[config.mk]
export PLATFORM = sky130hd
export DESIGN_NAME = button_event_arbiter
export DESIGN_NICKNAME = d
export VERILOG_FILES = /design/src/rtl/button_event_arbiter.sv
export SDC_FILE = /design/constraint.sdc
export NUM_CORES = 1
export LEC_CHECK = 0
export ABC_AREA = 1
export CAP_MARGIN = 20
export CORE_UTILIZATION = 52
export CTS_CLUSTER_DIAMETER = 150
export DETAILED_ROUTE_END_ITERATION = 8
export HOLD_SLACK_MARGIN = 0.08
export MAX_ROUTING_LAYER = met4
export PLACE_DENSITY = 0.9
export SLEW_MARGIN = 5
export SYNTH_ARGS = -nofsm -noshare
export SYNTH_HDL_FRONTEND = slang
export SYNTH_SLANG_ARGS = --single-unit
[constraint.sdc]
create_clock -name clk -period 3.2 [get_ports clk]
set_input_delay 0.48 -clock clk [delete_from_list [all_inputs] [get_ports clk]]
set_output_delay 0.48 -clock clk [all_outputs]
set_load 0.005 [all_outputs]
[src/rtl/button_event_arbiter.sv]
// Round-robin arbiter that turns per-button press pulses into
// single events handed to one consumer over valid/ready.
module button_event_arbiter #(
  parameter  int N_BTN  = 4,
  parameter  int DROP_W = 8,
  localparam int IDX_W  = (N_BTN > 1) ? $clog2(N_BTN) : 1
) (
  input  logic              clk,
  input  logic              rst,
  input  logic [N_BTN-1:0]  raised,
  input  logic              evt_ready,
  input  logic              drop_clr,
  output logic              evt_valid,
  output logic [IDX_W-1:0]  evt_idx,
  output logic [N_BTN-1:0]  pending,
  output logic [DROP_W-1:0] drop_cnt
);

  localparam logic [0:0] IDLE    = 1'b0;
  localparam logic [0:0] PRESENT = 1'b1;

  localparam logic [IDX_W-1:0]  LAST_IDX = IDX_W'(N_BTN - 1);
  localparam logic [DROP_W-1:0] DROP_MAX = '1;

  logic [0:0]        state_q, state_d;
  logic              valid_q, valid_d;
  logic [IDX_W-1:0]  idx_q, idx_d;
  logic [IDX_W-1:0]  rr_q, rr_d;
  logic [N_BTN-1:0]  pend_q, pend_d;
  logic [DROP_W-1:0] drop_q, drop_d;

  logic              pick_found;
  logic [IDX_W-1:0]  pick_idx;
  logic              grant;
  logic [N_BTN-1:0]  grant_mask;
  logic [N_BTN-1:0]  lost;

  // Search upward from rr_q with wrap; rr_q is always < N_BTN.
  always_comb begin
    int j;
    j          = 0;
    pick_found = 1'b0;
    pick_idx   = '0;
    for (int k = 0; k < N_BTN; k++) begin
      j = int'(rr_q) + k;
      if (j >= N_BTN) begin
        j = j - N_BTN;
      end
      if (!pick_found && pend_q[j]) begin
        pick_found = 1'b1;
        pick_idx   = IDX_W'(j);
      end
    end
  end

  always_comb begin
    grant      = (state_q == IDLE) && pick_found;
    grant_mask = '0;
    if (grant) begin
      grant_mask[pick_idx] = 1'b1;
    end
    lost   = raised & pend_q & ~grant_mask;
    pend_d = (pend_q & ~grant_mask) | raised;
  end

  always_comb begin
    state_d = state_q;
    valid_d = valid_q;
    idx_d   = idx_q;
    rr_d    = rr_q;
    unique case (1'b1)
      (state_q == IDLE): begin
        if (pick_found) begin
          state_d = PRESENT;
          valid_d = 1'b1;
          idx_d   = pick_idx;
          rr_d    = (pick_idx == LAST_IDX) ? '0 : pick_idx + 1'b1;
        end
      end
      (state_q == PRESENT): begin
        if (evt_ready) begin
          state_d = IDLE;
          valid_d = 1'b0;
        end
      end
      default: begin
        state_d = IDLE;
        valid_d = 1'b0;
      end
    endcase
  end

  // One count per edge with any loss; clear wins over increment.
  always_comb begin
    drop_d = drop_q;
    if (drop_clr) begin
      drop_d = '0;
    end else if ((|lost) && (drop_q != DROP_MAX)) begin
      drop_d = drop_q + 1'b1;
    end
  end

  always_ff @(posedge clk or negedge rst) begin
    if (!rst) begin
      state_q <= IDLE;
      valid_q <= 1'b0;
      idx_q   <= '0;
      rr_q    <= '0;
      pend_q  <= '0;
      drop_q  <= '0;
    end else begin
      state_q <= state_d;
      valid_q <= valid_d;
      idx_q   <= idx_d;
      rr_q    <= rr_d;
      pend_q  <= pend_d;
      drop_q  <= drop_d;
    end
  end

  assign evt_valid = valid_q;
  assign evt_idx   = idx_q;
  assign pending   = pend_q;
  assign drop_cnt  = drop_q;

endmodule
==> out/metrics.cfg <==
[outcome]
status=finished, final reports clean

[pwr]
peakVddDrop_mv=0.653
pwr_density_cell_mw_per_mm2=921
pwr-share-clk_pct=8.0
seqPwrFrac_pct=27.7
p_int_uw=711
swShare_pct=49.8
p_sw_uw=705
comb_power_share_pct=64.3
leakage_uw=0.000825

[final_layout]
insertedDiodeCount=0
final_nets=201
drive_above_1_share_pct=15.1
syn_to_final_growth_pct=20.5
fillers=184

[logic_synthesis]
yosysMostFrequentCell=nand2_1
syn_nets=176
ys.flop_type=dfrtp_1
synth_commonest_cells=nand2_1, inv_1, dfrtp_1, nand3_1, nand4_1
netlist.area_leader.share_pct=35.3
ys_seq_area_share_pct=35.3
syn-cell-area_mm2=0.00128
async_reset_ff_share_pct=100
avgSynthCellArea_um2=7.84
yosys.cell_types.count=28
yosysTopAreaCell=dfrtp_1
synth_edf_count=0
synth-seq-cells=18
ys_top_cells_by_area=dfrtp_1, nand2_1, nand3_1
synth_cells=163
yosysWarnings=0

[route]
vias=1111
drt-total-wl_mm=2.76
route.detailed.drc=0
avgViaCountPerCell=5.19
ant_nets=0
drt_iter0_markers=30
dr.pass1.iters=4
routedWlPerCell_um=12.9

[grt]
first_global_vias=1078
groute.usage.overall_pct=24.1
grt_antenna_before_repair=0
grtUsageMet2_pct=42.9
met3_usage_pct=2.63
grtUsageMet1_pct=27.4
busiest_layer=met2
grt_overflow=0
grt_max_degree=19
grt_pass1_wl_mm=4.57

[setup_path]
r2r_end=drop_cnt[3]
cp_max_fo=12
timing.rr.start=rr_q[0]
cp-end-kind=register
cp_slowest_cell=dfrtp_1
crit_path_frequent_cell=nand2_1
worstPathArrival_ns=3.13
critPathRequiredTime_ns=3.44
slowest_delay_ns=0.51
worstRegToRegCells=19
path_cells=inv_1, nand2_1, nand2_1, nand2_1, o21ai_1, inv_1, nor3_2, nor2_1, xor2_1, nor2_1, inv_1, ha_1, nand3_1, nand2_2, nand2_2, inv_2, nand2_4, nand4_1, nand2_1
path_class=reg -> reg
cp-start-kind=register
ff2ff_setup_slack_ns=0.31

[sta]
fin_crit_sh_pct=90.2
slew-limit-headroom_pct=47.0
finClkSkew_ns=0.00719
finalSetupViolCount=0
slew_viol_final=0
period_needed_ns=2.89
tightest_slew_ns=0.793
final_hold_viol_count=0
rsz0062_at_grt=false
final.setup.tns_ns=0
hold_slack_ns=0.441
fmax_mhz=347

[place]
hpwlAfterDp_mm=2.14
io_buffers=22
gp_congestion=0.876

[cts]
hold_buffers=0
cts_tree=yes
cts_max_level=1
clockBufferDepth=2
numClockSinks=18
cts_setup_buffers=0
cts-root-buf=clkbuf_4
post_cts_resized=0
clkLatencyLatePin_ns=0.30
cts.clk_slew.worst_paths_ns=0.10
cts_inserted_buffers=3

[die]
pin_count=23
start_util_pct=56.7
dieArea_mm2=0.00266
fp.dieW_um=51.6
core.rowCount=17
die_h_um=51.6
core_area_mm2=0.00225

[worst_hold_path]
hold_class=reg -> reg
min_from=state_q
hold_path_end=evt_valid
holdPathStages=1

[flow_run]
drv_cap=0

worst max-delay path: cells and delay by family (launching register included):
kind	cells	cell delay, ns
AND/OR/NAND/NOR	12	1.30
XOR/XNOR	1	0.16
buffers and inverters	4	0.52
AO/OA/AOI/OAI	1	0.16
flip-flops	1	0.51
adder cells (fa/ha/maj)	1	0.19
cells in the final DEF (no fill, tap or decap), types with 5 or more instances in the layout:
cell              n
clkdlybuf4s50_1  22
dfrtp_1          18
ha_1              5
inv_1            21
nand2_1          40
nand2_2           7
nand2_4           6
nand3_1          18
nand4_1           9
nor2_1            6
xor2_1            5
power by group through the flow:
stage | sequential (uW) | clock, uW | combinational (uW)
finish | 393 | 113 | 911
global route | 402 | 124 | 1030
CTS | 390 | 113 | 912
detailed placement | 396 | 0 | 903
global placement | 389 | 0 | 863
floorplan | 371 | 0 | 684
cells by family after synthesis:
family          share of synthesized area [%]
simple gates                             37.6
buf+inv                                  8.62
flops                                    35.3
compound gates                           9.50
xor+xnor                                 4.11
fa+ha+maj                                4.90
worst max path at each step:
| stage | start | end | slack (ns) | depth (start not counted) |
|---|---|---|---|---|
| final | rr_q[0] | drop_cnt[3] | 0.31 | 19 |
| after global routing | rr_q[0] | drop_cnt[1] | 0.05 | 17 |
| after CTS | rr_q[0] | drop_cnt[3] | 0.37 | 19 |
| after detailed placement | rr_q[0] | drop_cnt[3] | 0.40 | 19 |
| after global placement | rr_q[0] | drop_cnt[5] | 0.60 | 17 |
| after floorplan | rr_q[0] | drop_cnt[2] | 0.94 | 18 |
stage by stage:
stage / instances / worst slack (ns) / cell area [um2] / total power (uW) / utilization, %
after floorplan: 163 / 0.938 / 1280 / 1050 / -
after global placement: 211 / 0.604 / 1520 / 1250 / 67.3
after detailed placement: 211 / 0.401 / 1520 / 1300 / 67.3
after CTS: 214 / 0.367 / 1540 / 1420 / 68.3
after global routing: 214 / 0.0520 / 1540 / 1550 / 68.3
final: 214 / 0.314 / 1540 / 1420 / 68.3
layer usage:
metal / vias up / routed length (um)
met2: 29 / 1420
met5: - / 0
li1: 572 / -
met4: 0 / 65
met1: 504 / 1200
met3: 6 / 80
sequential cells by signal (all words and copies together), names as in the netlist:
| register | cells |
|---|---|
| drop_cnt | 8 |
| pending | 4 |
| evt_idx | 2 |
| rr_q | 2 |
| evt_valid | 1 |
| state_q | 1 |
cell type report:
| cell class | count | area, um2 | area share (%) |
|---|---|---|---|
| Inverter | 25 | 93.8 | 6.10 |
| Timing Repair Buffer | 22 | 220 | 14.3 |
| Clock buffer | 3 | 22.5 | 1.46 |
| Sequential cell | 18 | 450 | 29.3 |
| Tap cell | 28 | 35.0 | 2.28 |
| Multi-Input combinational cell | 118 | 717 | 46.6 |
Power figures use the tool's default switching activity.
